`config.mk`:
```
export PLATFORM = sky130hd
export DESIGN_NAME = dmem_access_unit
export DESIGN_NICKNAME = d
export VERILOG_FILES = /design/src/rtl/dmem_access_unit.sv
export SDC_FILE = /design/constraint.sdc
export NUM_CORES = 1
export LEC_CHECK = 0
export BUFFER_PORTS_ARGS = -buffer_cell sky130_fd_sc_hd__buf_4
export CAP_MARGIN = 5
export CORE_MARGIN = 5
export CORE_UTILIZATION = 45
export CTS_CLUSTER_DIAMETER = 120
export DETAILED_ROUTE_END_ITERATION = 6
export PLACE_DENSITY_LB_ADDON = 0.2
export RECOVER_POWER = 100
export SYNTH_ARGS = -nofsm -noshare
export SYNTH_HDL_FRONTEND = slang
export SYNTH_SLANG_ARGS = --single-unit
```
`constraint.sdc`:
```
create_clock -name clk_i -period 3.99 [get_ports clk_i]
set_input_delay 0.1995 -clock clk_i [delete_from_list [all_inputs] [get_ports clk_i]]
set_output_delay 0.1995 -clock clk_i [all_outputs]
set_load 0.01 [all_outputs]
```
`src/rtl/dmem_access_unit.sv`:
```
// Data-memory access unit: turns execute-stage load/store requests into word-wide
// dcache reads and writes, with read-modify-write sub-word stores and load extension.
module dmem_access_unit #(
  parameter int XLEN = 32
) (
  input  logic            clk_i,
  input  logic            rst_i,
  input  logic            req_valid_i,
  output logic            req_ready_o,
  input  logic            req_we_i,
  input  logic [2:0]      req_funct3_i,
  input  logic [XLEN-1:0] req_addr_i,
  input  logic [XLEN-1:0] req_wdata_i,
  output logic            resp_valid_o,
  output logic [XLEN-1:0] resp_rdata_o,
  output logic            resp_err_o,
  output logic [XLEN-1:0] dcache_addr_o,
  output logic            dcache_read_en_o,
  output logic            dcache_write_en_o,
  output logic [XLEN-1:0] dcache_write_data_o,
  input  logic [XLEN-1:0] dcache_read_data_i
);

  localparam logic [2:0] F3_B  = 3'b000;
  localparam logic [2:0] F3_H  = 3'b001;
  localparam logic [2:0] F3_W  = 3'b010;
  localparam logic [2:0] F3_BU = 3'b100;
  localparam logic [2:0] F3_HU = 3'b101;

  typedef enum logic [2:0] {
    IDLE,
    RD,
    RDW,
    WR,
    RESP
  } state_t;

  state_t      state;
  logic        we_q;
  logic [2:0]  f3_q;
  logic [1:0]  lane_q;
  logic [15:0] wdata_q;

  logic misaligned;
  logic illegal;

  // Select the addressed lane of the read word and extend it to XLEN.
  function automatic logic [XLEN-1:0] extend_load(input logic [2:0]      f3,
                                                  input logic [1:0]      lane,
                                                  input logic [XLEN-1:0] word);
    logic [7:0]  b;
    logic [15:0] h;
    b = word[{lane, 3'b000} +: 8];
    h = word[{lane[1], 4'b0000} +: 16];
    case (f3)
      F3_B:    return {{(XLEN-8){b[7]}}, b};
      F3_BU:   return {{(XLEN-8){1'b0}}, b};
      F3_H:    return {{(XLEN-16){h[15]}}, h};
      F3_HU:   return {{(XLEN-16){1'b0}}, h};
      default: return word;
    endcase
  endfunction

  // Overwrite only the lanes a sub-word store targets; other bytes keep the old word.
  function automatic logic [XLEN-1:0] merge_store(input logic            is_half,
                                                  input logic [1:0]      lane,
                                                  input logic [XLEN-1:0] old_word,
                                                  input logic [15:0]     new_data);
    logic [XLEN-1:0] w;
    w = old_word;
    if (is_half) w[{lane[1], 4'b0000} +: 16] = new_data;
    else         w[{lane, 3'b000} +: 8]      = new_data[7:0];
    return w;
  endfunction

  // NOTE: every signal assigned here gets a default first, so no path leaves it
  // unassigned and no latch is inferred.
  always_comb begin
    misaligned = 1'b0;
    illegal    = 1'b0;
    case (req_funct3_i)
      F3_B, F3_BU: misaligned = 1'b0;
      F3_H, F3_HU: misaligned = req_addr_i[0];
      F3_W:        misaligned = |req_addr_i[1:0];
      default:     illegal    = 1'b1;
    endcase
    // Stores have no unsigned variants.
    if (req_we_i && req_funct3_i[2]) illegal = 1'b1;
  end

  // NOTE: sequential state uses non-blocking assignments only, so every register
  // samples pre-edge values regardless of statement order.
  always_ff @(posedge clk_i or posedge rst_i) begin
    if (rst_i) begin
      state               <= IDLE;
      req_ready_o         <= 1'b1;
      resp_valid_o        <= 1'b0;
      resp_rdata_o        <= '0;
      resp_err_o          <= 1'b0;
      dcache_addr_o       <= '0;
      dcache_read_en_o    <= 1'b0;
      dcache_write_en_o   <= 1'b0;
      dcache_write_data_o <= '0;
      we_q                <= 1'b0;
      f3_q                <= '0;
      lane_q              <= '0;
      wdata_q             <= '0;
    end else begin
      case (state)
        IDLE: begin
          if (req_valid_i && req_ready_o) begin
            we_q        <= req_we_i;
            f3_q        <= req_funct3_i;
            lane_q      <= req_addr_i[1:0];
            wdata_q     <= req_wdata_i[15:0];
            req_ready_o <= 1'b0;
            if (misaligned || illegal) begin
              resp_valid_o <= 1'b1;
              resp_err_o   <= 1'b1;
              resp_rdata_o <= '0;
              state        <= RESP;
            end else begin
              dcache_addr_o <= {2'b00, req_addr_i[XLEN-1:2]};
              if (req_we_i && req_funct3_i == F3_W) begin
                dcache_write_en_o   <= 1'b1;
                dcache_write_data_o <= req_wdata_i;
                state               <= WR;
              end else begin
                dcache_read_en_o <= 1'b1;
                state            <= RD;
              end
            end
          end
        end
        RD: begin
          dcache_read_en_o <= 1'b0;
          state            <= RDW;
        end
        RDW: begin
          if (we_q) begin
            dcache_write_data_o <= merge_store(f3_q[0], lane_q, dcache_read_data_i, wdata_q);
            dcache_write_en_o   <= 1'b1;
            state               <= WR;
          end else begin
            resp_rdata_o  <= extend_load(f3_q, lane_q, dcache_read_data_i);
            resp_valid_o  <= 1'b1;
            dcache_addr_o <= '0;
            state         <= RESP;
          end
        end
        WR: begin
          dcache_write_en_o   <= 1'b0;
          dcache_write_data_o <= '0;
          dcache_addr_o       <= '0;
          resp_valid_o        <= 1'b1;
          resp_rdata_o        <= '0;
          state               <= RESP;
        end
        RESP: begin
          resp_valid_o <= 1'b0;
          resp_err_o   <= 1'b0;
          resp_rdata_o <= '0;
          req_ready_o  <= 1'b1;
          state        <= IDLE;
        end
        default: begin
          req_ready_o <= 1'b1;
          state       <= IDLE;
        end
      endcase
    end
  end

endmodule
```
# After elaboration in Yosys (flattened, before gate mapping)
# Index checks and enable logic that the tools add are counted.
# totals
reg_bits	126
latch_bits	0
ramBits	0
rom_bits	0
inputBits	103
mem_count	0
# op_classes
n_addsub	2
n_mul	0
n_div	0
order_cmp	0
n_eq_ne	18
n_shift	6
mux	41
n_bitwise	1
reduce_logical	25
# op_table
operator	n
$mux W32	11
$pmux W32 S3	3
$pmux W32 S4	1
$bwmux W32	2
$shift A16 B7 Y32 const A	1
$shift A8 B7 Y32 const A	1
$shiftx A16 B7 Y32	1
$shiftx A32 B6 Y16	1
$shiftx A32 B6 Y8	1
$shiftx A8 B7 Y32	1
$reduce_and A4 Y1	4
$eq A3 B3 Y1 const B	5
$ne A2 B2 Y1 const B	7
$neg A5 Y7	2
$mux W1	13
$pmux W3 S4	1
$eq A3 B1 Y1 const B	3
$eq A3 B2 Y1 const B	3
$logic_not A3 Y1	3
$mux W3	3
$pmux W1 S2	4
$reduce_bool A3 Y1	2
$reduce_or A2 Y1	3
$reduce_and A5 Y1	1
12 further kinds	16

# Longest topological paths before layout
# depth
ltp_word	8
ltp_mapped	9

# Worst setup path after synthesis
# No wires, ideal clock.
# synth_path
path_kind	reg-to-reg
startpoint	reg lane_q[0]
endpoint	reg dcache_write_data_o[8]
setup_ns	0.125
t_arrival_ns	2.491
slack_ns	1.374
path_stages_with_launch	10
path_buffers	3
period_less_slack_ns	2.616
path_cell_list	dfrtp_1 -> clkbuf_1 -> clkbuf_1 -> inv_1 -> ha_1 -> and4b_1 -> clkbuf_1 -> a221o_1 -> a32o_1 -> mux2_2
# synth_via
elab_chain_len	6
word_cells_on_any_way	7
classes_between	add/sub: 1; shift: 2; mux: 4
# synth_lines
item	line	source
from (decl)	41	logic [1:0] lane_q;
from (signal assigned)	114	lane_q <= req_addr_i[1:0];
$neg A5 Y7 (*)	72	else w[{lane, 3'b000} +: 8] = new_data[7:0];
$shiftx A8 B7 Y32 or $shift A8 B7 Y32 (tied branches)	72	
$bwmux W32 (*)	72	
$mux W32 (*)	71	if (is_half) w[{lane[1], 4'b0000} +: 16] = new_data;
$mux W32 (*)	140	if (we_q) begin
$pmux W32 S3 (*)	109	case (state)
to (signal assigned)	126	dcache_write_data_o <= req_wdata_i;
to (signal assigned)	141	dcache_write_data_o <= merge_store(f3_q[0], lane_q, dcache_read_data_i, wdata_q);
to (decl)	20	output logic [XLEN-1:0] dcache_write_data_o,
# Every way passes the cells marked *; elsewhere a longest branch is shown, timed or not. The select of a mux whose other input is x is not followed.
# A chain may end at the register's enable or synchronous reset.

# Final worst setup path
# layout_path
startpoint	reg state[1]
endpoint	reg wdata_q[11]
# layout_via
elab_chain_len	2
# layout_lines
item	line	source
from (decl)	38	state_t state;
from (signal assigned)	95	state <= IDLE;
from (signal assigned)	121	state <= RESP;
from (signal assigned)	127	state <= WR;
$logic_not A3 Y1	109	
$reduce_and A2 Y1 (no line)	n/a	
to (signal assigned)	115	wdata_q <= req_wdata_i[15:0];
to (decl)	42	logic [15:0] wdata_q;
# Every way passes these cells.

==> summary.md <==
| Metric | Value |
|---|---|
| Yosys cell types | `between 50 and 60` |
| Via count | `between 6000 and 7000` |
| Layout fillers | `roughly 1400` |
| Die height | `around 130 µm` |
| CP Max Fanout | `23` |
| IO Count | `about 200` |
| Global-route usage over all layers | `roughly a quarter` |
| Maximum vdd drop | `approximately 370 µV` |
| Crit Reg-Reg Startpoint | `state[1]` |
| Worst slew margin | `-63.9%` |
| Total die area | `between 15000 and 20000 µm²` |
| Count leader, synth | `dfrtp_1` |
| Prevailing post-synth register cell | `dfrtp_1` |
| Worst hold stages | `2` |
| Syn Area/Cell | `approximately 11 µm²` |
| CP max stage delay | `around 1.6 ns` |
| CTS Buffer Depth | `2` |
| CTS tree | `yes` |
| Crit path time final | `2.96 ns` |
| Root Driver | `clkbuf_16` |
| R2R Setup Slk | `around 1 ns` |
| Cell family with most CP delay | `simple AND/OR/NAND/NOR gates` |
| Worst-Margin Slew | `about 2.4 ns` |
| Flip-flop and latch area | `roughly 3100 µm²` |
| Hold EP | `dcache_addr_o[17]` |
| Crit end category | `flip-flop` |
| H-tree depth | `4` |
| Endpoints failing setup | `0` |
| Post-synth EDFFs | `0` |
| Final Power | `around 7.3 mW` |
| Post-DP HPWL | `between 15 and 20 mm` |
| Drt total wl | `between 20 and 25 mm` |
| Synth top area share | `a little under half` |
| Nets | `about 930` |
| Share of layout cells above drive strength 1 | `roughly 27%` |
| Worst reg2reg path endpoint | `wdata_q[11]` |
| CTS clk-pin slew, worst paths | `0.06 ns` |
| Yosys Warn Count | `0` |
| TritonCTS Buffers | `17` |
| Inserted Diodes | `0` |
| Max Freq | `0.337 GHz` |
| Final hold violation count | `0` |
| PD cells | `just over 800 nW/µm²` |
| DR iter-0 viols | `606` |
| Netlist Area Pre-Place | `6800 µm²` |
| Vias in the first global route | `approximately 6200` |
| CP startpoint kind | `flip-flop` |
| Total grt overflow | `0` |
| Slowest cell on the critical path | `nor2_1` |
| Buf+Inv Stages, Crit Path | `0` |
| Die span in x | `around 130 µm` |
| Clk Latency, worst-skew pair | `approximately 0.42 ns` |
| Post-synth top area cell | `dfrtp_1` |
| Initial core utilization | `about 45%` |
| Largest net degree at the start of global routing | `55` |
| Core area | `approximately 15000 µm²` |
| Final Skew | `roughly 0.007 ns` |
| Failing checks | `max-capacitance violations, max-slew violations` |
| RSZ-0062 raised after global routing | `false` |
| Min-delay worst type | `input pin to flip-flop` |
| First-pass GRT wire length | `around 35 mm` |
| Mapped Cells | `roughly 620` |
| Max Cap Viol | `2` |
| Via density | `just over 6` |
| Setup CP Type | `flip-flop to flip-flop` |
| CTS sink count | `124` |
| Status | `complete, but fails checks` |
| Fin. max-slew vios | `79` |
| Critical Path RT | `around 4.3 ns` |
| Ys async rst share | `100%` |
| Crit path cell chain | `nand4bb_1, nor2_1, mux2_2` |
| Seq cells post-synth | `~120` |
| Sequential area share after synthesis | `a little under half` |
| R2R cell count | `3` |
| Number of detailed-route iterations in the first pass | `5` |
| Synth-to-Final Area Change | `30.4%` |
| Static Leak | `just under 4 nW` |
| Tcrit/Tclk final | `roughly three quarters` |
| Post-route ant nets | `0` |
| Multi-input logic area | `about 3400 µm²` |
| RePlAce Congestion | `roughly 0.91` |
| Top cells by area, synth | `dfrtp_1, mux2_2, a32o_1` |
| Hold Startpoint | `req_addr_i[19]` |
| Antenna violations before repair | `0` |
| FP Rows | `45` |
| Setup TNS | `0 ns` |
| Post-CTS Resized | `0` |
| Post-route DRC | `0` |
| Wire length per cell | `around 22 µm` |
| Post-synth top cells | `dfrtp_1, mux2_2, nand2_1` |
| I/O Buffers | `between 200 and 250` |
| Worst endpoint data arrival time | `between 3 and 4 ns` |
==> cells by family after synthesis <==
logic type                 after synthesis  synth area share [%]
DFF                                    124                  45.7
muxes                                  105                  17.0
and+or+nand+nor                        132                  9.83
other                                    1                0.0552
buffers and inverters                   72                  4.82
adders and majority gates                5                 0.920
AOI/OAI and AO/OA                      177                  21.6
==> through the flow <==
stage	cell area [µm²]	instances	setup slack [ns]	hold WS, ns	utilization, %
2_1_floorplan	6800	617	0.493	0.316	-
3_3_place_gp	8410	966	1.51	0.354	56.0
3_5_place_dp	8410	966	1.36	0.359	56.0
4_1_cts	9270	1021	1.37	0.0000438	61.6
5_1_grt	8870	1021	0.619	0.00443	59.0
6_report	8870	1021	1.03	0.0152	59.0
==> sequential cells by signal, indices dropped and copies added (netlist names) <==
| signal | flops |
|---|---|
| dcache_read_en_o | 1 |
| wdata_q | 16 |
| dcache_addr_o | 30 |
| f3_q | 3 |
| resp_rdata_o | 32 |
| state | 3 |
| we_q | 1 |
| resp_err_o | 1 |
| lane_q | 2 |
| resp_valid_o | 1 |
| dcache_write_data_o | 32 |
| dcache_write_en_o | 1 |
| req_ready_o | 1 |
==> cell usage in the layout, fill, tap and decap left out, types with 3 or more instances in the layout <==
master / instances
clkbuf_16: 17
a221o_1: 32
o211ai_1: 10
mux2_2: 75
nor2_1: 5
dfrtp_1: 121
nand3b_1: 5
clkbuf_8: 3
nand2b_1: 9
a22o_1: 31
buf_4: 111
clkbuf_1: 105
nor4bb_1: 6
dlygate4sd3_1: 24
or3_1: 7
nand2_1: 74
nand3_1: 8
bufinv_16: 3
a32o_1: 39
inv_1: 15
a211oi_1: 4
o21ai_0: 16
nor3_1: 3
mux2i_1: 28
ha_1: 5
nor2b_1: 5
o31ai_1: 4
a21oi_1: 26
clkinvlp_4: 3
==> worst register-to-register path, delay by kind of cell, from the launching register on <==
family	cells	cell delay (ns)
muxes	1	0.47
and+or+nand+nor	2	1.88
DFF	1	0.50
==> layer usage <==
| layer | vias to the layer above | track usage (%) | part of all wire, % |
|---|---|---|---|
| li1 | 2774 | - | - |
| met3 | 29 | 5.36 | 7.9 |
| met5 | - | 2.50 | 0.26 |
| met4 | 2 | 6.81 | 1.6 |
| met1 | 3078 | 32.9 | 41 |
| met2 | 300 | 41.4 | 49 |
==> cell type report <==
cell class,count,area share [%]
multi-input cells,421,38.1
flip-flops and latches,124,35.0
repair buffers,241,16.7
clock buffers,21,5.31
well taps,188,2.65
clock inverters,10,1.58
inverters,16,0.692
==> worst max path at each step <==
stage | slack [ns] | end | depth (start not counted) | start
2_1_floorplan | 0.49 | dcache_addr_o[0] | 1 | rst_i
3_3_place_gp | 1.51 | dcache_write_data_o[8] | 6 | lane_q[0]
3_5_place_dp | 1.36 | dcache_write_data_o[8] | 6 | lane_q[0]
4_1_cts | 1.37 | dcache_write_data_o[8] | 6 | lane_q[0]
5_1_grt | 0.62 | f3_q[0] | 4 | rst_i
6_report | 1.03 | wdata_q[11] | 3 | state[1]
==> report_power, final <==
| group | switching [mW] | internal (mW) | total (mW) | leakage, nW |
|---|---|---|---|---|
| registers | 0.602 | 1.81 | 2.42 | 1.58 |
| clock network | 0.571 | 1.03 | 1.60 | 0.291 |
| logic | 1.78 | 1.46 | 3.24 | 2.01 |
==> timing repair <==
action	in CTS	in global routing
hold buffers	24	0
buffers inserted	0	0
endpoints found under the hold margin	75	0
Note: power is estimated with default switching activity, not from simulation.
